$ cat src/rtl/ram_burst_controller.sv
// Burst initiator for a single-port RAM with a one-cycle registered read.
// Write bursts take one word per cycle from a valid/ready stream; read bursts emit one word per cycle.
module ram_burst_controller #(
  parameter int Data_Width = 8,
  parameter int Addr_Width = 2
) (
  input  logic                  clk,
  input  logic                  reset_n,
  input  logic                  cmd_valid,
  output logic                  cmd_ready,
  input  logic                  cmd_write,
  input  logic [Addr_Width-1:0] cmd_addr,
  input  logic [Addr_Width:0]   cmd_len,
  input  logic                  wr_valid,
  output logic                  wr_ready,
  input  logic [Data_Width-1:0] wr_data,
  output logic                  rd_valid,
  input  logic                  rd_ready,
  output logic [Data_Width-1:0] rd_data,
  output logic                  busy,
  output logic                  done,
  output logic                  ram_we,
  output logic [Addr_Width-1:0] ram_addr,
  output logic [Data_Width-1:0] ram_wdata,
  input  logic [Data_Width-1:0] ram_rdata
);

  localparam logic [2:0] IDLE      = 3'd0;
  localparam logic [2:0] WR        = 3'd1;
  localparam logic [2:0] RD_PRIME  = 3'd2;
  localparam logic [2:0] RD_STREAM = 3'd3;
  localparam logic [2:0] DONE      = 3'd4;

  logic [2:0]            state_r;
  logic [2:0]            state_nxt_s;
  logic [Addr_Width-1:0] addr_cnt_r;
  logic [Addr_Width-1:0] addr_cnt_nxt_s;
  logic [Addr_Width:0]   remaining_r;
  logic [Addr_Width:0]   remaining_nxt_s;
  logic                  started_r;
  logic                  last_s;

  function automatic logic [Addr_Width-1:0] addr_inc(input logic [Addr_Width-1:0] a);
    return a + Addr_Width'(1);
  endfunction

  assign last_s = (remaining_r == (Addr_Width+1)'(1));

  // Next-state, address counter and remaining-word bookkeeping
  always_comb begin
    state_nxt_s     = state_r;
    addr_cnt_nxt_s  = addr_cnt_r;
    remaining_nxt_s = remaining_r;
    case (state_r)
      IDLE: begin
        if (cmd_valid && started_r) begin
          addr_cnt_nxt_s  = cmd_addr;
          remaining_nxt_s = cmd_len;
          if (cmd_len == (Addr_Width+1)'(0)) begin
            state_nxt_s = DONE;
          end else if (cmd_write) begin
            state_nxt_s = WR;
          end else begin
            state_nxt_s = RD_PRIME;
          end
        end else begin
          state_nxt_s = IDLE;
        end
      end
      WR: begin
        if (wr_valid) begin
          addr_cnt_nxt_s  = addr_inc(addr_cnt_r);
          remaining_nxt_s = remaining_r - (Addr_Width+1)'(1);
          state_nxt_s     = last_s ? DONE : WR;
        end else begin
          state_nxt_s = WR;
        end
      end
      RD_PRIME: state_nxt_s = RD_STREAM;
      RD_STREAM: begin
        if (rd_ready && last_s) begin
          state_nxt_s = DONE;
        end else if (rd_ready) begin
          addr_cnt_nxt_s  = addr_inc(addr_cnt_r);
          remaining_nxt_s = remaining_r - (Addr_Width+1)'(1);
        end else begin
          state_nxt_s = RD_STREAM;
        end
      end
      DONE:    state_nxt_s = IDLE;
      default: state_nxt_s = IDLE;
    endcase
  end

  // Output decode; while stalled in RD_STREAM the address is held so rd_data stays stable
  always_comb begin
    cmd_ready = 1'b0;
    busy      = 1'b0;
    done      = 1'b0;
    wr_ready  = 1'b0;
    rd_valid  = 1'b0;
    rd_data   = '0;
    ram_we    = 1'b0;
    ram_addr  = '0;
    ram_wdata = '0;
    case (state_r)
      IDLE: cmd_ready = started_r;
      WR: begin
        busy      = 1'b1;
        wr_ready  = 1'b1;
        ram_we    = wr_valid;
        ram_addr  = addr_cnt_r;
        ram_wdata = wr_data;
      end
      RD_PRIME: begin
        busy     = 1'b1;
        ram_addr = addr_cnt_r;
      end
      RD_STREAM: begin
        busy     = 1'b1;
        rd_valid = 1'b1;
        rd_data  = ram_rdata;
        ram_addr = (rd_ready && !last_s) ? addr_inc(addr_cnt_r) : addr_cnt_r;
      end
      DONE: begin
        busy = 1'b1;
        done = 1'b1;
      end
      default: busy = 1'b0;
    endcase
  end

  // State registers; started_r keeps cmd_ready low until the first edge after reset release
  always_ff @(posedge clk or negedge reset_n) begin
    if (!reset_n) begin
      state_r     <= IDLE;
      addr_cnt_r  <= '0;
      remaining_r <= '0;
      started_r   <= 1'b0;
    end else begin
      state_r     <= state_nxt_s;
      addr_cnt_r  <= addr_cnt_nxt_s;
      remaining_r <= remaining_nxt_s;
      started_r   <= 1'b1;
    end
  end

endmodule

$ cat config.mk
export PLATFORM = sky130hd
export DESIGN_NAME = ram_burst_controller
export DESIGN_NICKNAME = d
export VERILOG_FILES = /design/src/rtl/ram_burst_controller.sv
export SDC_FILE = /design/constraint.sdc
export NUM_CORES = 1
export LEC_CHECK = 0
export CAP_MARGIN = 10
export CORE_AREA = 2 2 53 55
export DETAILED_ROUTE_END_ITERATION = 10
export DIE_AREA = 0 0 55 57
export PLACE_DENSITY = 0.8
export SETUP_SLACK_MARGIN = 0.5
export SLEW_MARGIN = 20
export SYNTH_ARGS = -nofsm -noshare
export SYNTH_HDL_FRONTEND = slang
export SYNTH_SLANG_ARGS = --single-unit
$ cat constraint.sdc
create_clock -name clk -period 1.7 [get_ports clk]
set_input_delay 0.255 -clock clk [delete_from_list [all_inputs] [get_ports clk]]
set_output_delay 0.255 -clock clk [all_outputs]
set_load 0.02 [all_outputs]
==> metrics.txt <==
Worst R2R Setup Slack=0 ns; Vias/cell=roughly 5; Nets=just over 200; area grow syn2layout=148.2%; Core Rows=19; Seq/Total Area, Yosys=30.20%; Worst setup EP type=output pin; Port Buffers=50; clk_skew=0.001054 ns; Worst VDD drop=1052 uV; post-synth net total=between 100 and 150; first-pass GRT wire length=about 5400 um; Yosys warnings=0; syn_area_per_cell=between 8 and 9 um2; DR iter-0 viols=27; placed insts=184; Post-CTS Hold Buffers=0; wire per inst=between 15 and 20 um; WHS=a little over 0.3 ns; worst hold path class=in -> async; post-synthesis register bit count=9; cells after synthesis=89; worst skew pair latency=0.26 ns; Routed Antenna Nets=0; Final Cycle Share=113.8%; Final Instance Area=about 1900 um2; CP startpoint kind=register; cell taking the most area after synthesis=dfrtp_1; HPWL Detailed=between 2000 and 2500 um; clk sinks=9; worst r2r src=state_r[1]$_DFFE_PN0P_; Setup Viol. Count Final=2; Die X=roughly 55 um; synthesized area=745.7 um2; gr ovfl total=0; CTS max path bufs=2; Post-Route WL=3379 um; share of layout cells above drive strength 1=60.92%; via count=1014; Die Ht=57 um; # fillers=approximately 180; post-placement cell area=1488 um2; Core Area=2615 um2; Final Max Tran Viols=0; critical path required time=1.44 ns; Total GRT Usage=23.54%; residual DRC count=0; Initial Util=28.52%; Data arrival, critical path=approximately 1.7 ns; R2R Path End=remaining_r[2]$_DFFE_PN0P_; drt pass-1 iters=4; Inserted Clock Buffers=3; count of cell types in the netlist=31; Final WS setup=-0.2349 ns; Crit Path Category=reg -> out; Synth area leaders=dfrtp_1 (30%), and2_1 (16%), mux2i_1 (6.7%); vias in the first global route=approximately 1100; Final Hold Viols=0; non-filler cells, final=205; R2R depth=5; clock-pin slew on the worst setup and hold paths=0.07 ns; CTS HTree Levels=1; Worst Path Max Fanout=3; Max Cap Viol=0; top cell type's share of synthesized area=30.20%; setup TNS=-0.3495 ns; Clock Tree Root=clkbuf_4; status=finished with violations; ant diodes=0; largest net degree at the start of global routing=10; Max Fclk=0.5168 GHz; Power Density=1916 nW/um2; final worst path period need=between 1.5 and 2 ns; die area=3135 um2; I/O pin count=51; failing checks=negative setup slack; RSZ-0062 raised after global routing=yes; Lkg Pwr=0.8665 nW; placer congestion estimate=about 0.73; CTS tree=built; initial antenna violation count=0
[final cells by class]
cell class | instances | area (um2) | share of cell area [%]
well taps | 31 | 38.79 | 2.096
multi-input cells | 71 | 695.7 | 37.59
inverters | 5 | 18.77 | 1.014
repair buffers | 85 | 845.8 | 45.71
clock buffers | 4 | 26.28 | 1.420
flip-flops and latches | 9 | 225.2 | 12.17
[through the flow]
step | total power [W] | utilization, % | worst slack [ns]
finish | 0.003545 | 70.77 | -0.2349
global route | 0.003712 | 70.77 | -0.2877
CTS | 0.003344 | 68.18 | -0.2120
detailed placement | 0.002494 | 56.89 | -0.6102
global placement | 0.002423 | 56.89 | -0.6066
floorplan | 0.001689 | - | 0.09055
[report_power, final]
part	internal [W]	switching, W	leakage [nW]
clock network	0.0000908	0.0000837	0.0150
registers	0.000311	0.0000739	0.109
logic	0.00167	0.00131	0.742
[registers in the layout, summed over array words and instances, names as in the netlist]
register / cells
addr_cnt_r: 2
remaining_r: 3
started_r: 1
state_r: 3
[repair_timing]
item	4_1_cts	5_1_grt
setup endpoints to repair	32	32
pin swaps	17	10
gates cloned	2	0
gates resized for setup	184	8
buffers inserted	11	4
[synthesized netlist by cell type]
| master | number |
|---|---|
| and2_1 | 19 |
| nand2b_1 | 2 |
| mux2_4 | 1 |
| ha_1 | 2 |
| a211o_1 | 1 |
| nor2_1 | 9 |
| and3_1 | 1 |
| clkbuf_1 | 1 |
| o21ai_0 | 1 |
| buf_6 | 2 |
| o31a_1 | 1 |
| dfrtp_1 | 9 |
| o31ai_1 | 1 |
| o41ai_1 | 1 |
| and3b_1 | 1 |
| or2_1 | 1 |
| conb_1 | 1 |
| mux2i_1 | 5 |
| a21oi_1 | 2 |
| or3_1 | 2 |
| buf_2 | 2 |
| nor2b_1 | 2 |
| o32ai_1 | 1 |
| nor4b_1 | 1 |
| xnor2_1 | 4 |
| nand3_1 | 1 |
| nor3_1 | 4 |
| a221o_1 | 1 |
| nand2_1 | 4 |
| inv_1 | 5 |
| a311oi_1 | 1 |
[routing by layer]
| layer | vias to the layer above | wire (um) | GRT usage (%) |
|---|---|---|---|
| met3 | 10 | 232 | 2.618 |
| met5 | - | 0 | 0 |
| met4 | 0 | 102 | 10.80 |
| met1 | 492 | 1259 | 28.43 |
| met2 | 45 | 1785 | 40.48 |
| li1 | 467 | - | - |
[cells in the final DEF, fill, tap and decap left out, types with 2 or more instances in the layout]
cell	instances
dfrtp_1	9
clkdlybuf4s50_1	26
buf_4	21
nor2_1	3
nor2_4	6
xnor2_1	3
clkbuf_4	3
and2_4	19
inv_1	4
buf_6	38
nand2_4	2
nand2_1	2
nor3_2	3
a21oi_1	2
mux2i_1	5
[worst max-delay path: stages, from the launching register on]
cell     delay (ns)
dfrtp_1        0.41
ha_4           0.18
nor2b_4        0.13
or3_1          0.35
o31a_1         0.14
nor2_4         0.09
buf_6          0.12
[worst max path at each step]
stage / start / endpoint / slack [ns] / depth (start not counted)
floorplan: state_r[1]$_DFFE_PN0P_ / remaining_r[2]$_DFFE_PN0P_ / 0.09 / 6
global placement: rd_ready / ram_addr[1] / -0.61 / 6
detailed placement: rd_ready / ram_addr[1] / -0.61 / 6
CTS: remaining_r[0]$_DFFE_PN0P_ / ram_addr[1] / -0.21 / 6
global route: remaining_r[0]$_DFFE_PN0P_ / ram_addr[1] / -0.29 / 6
finish: remaining_r[0]$_DFFE_PN0P_ / ram_addr[1] / -0.23 / 6
[logic make-up after synthesis]
group	Yosys count	synth area share (%)
buf+inv	10	7.382
compound gates	10	10.24
fa+ha+maj	2	3.355
mux	6	8.725
xor+xnor	4	4.698
simple gates	47	34.90
other cells	1	0.5029
flops	9	30.20
(Power assumes the default switching activity.)
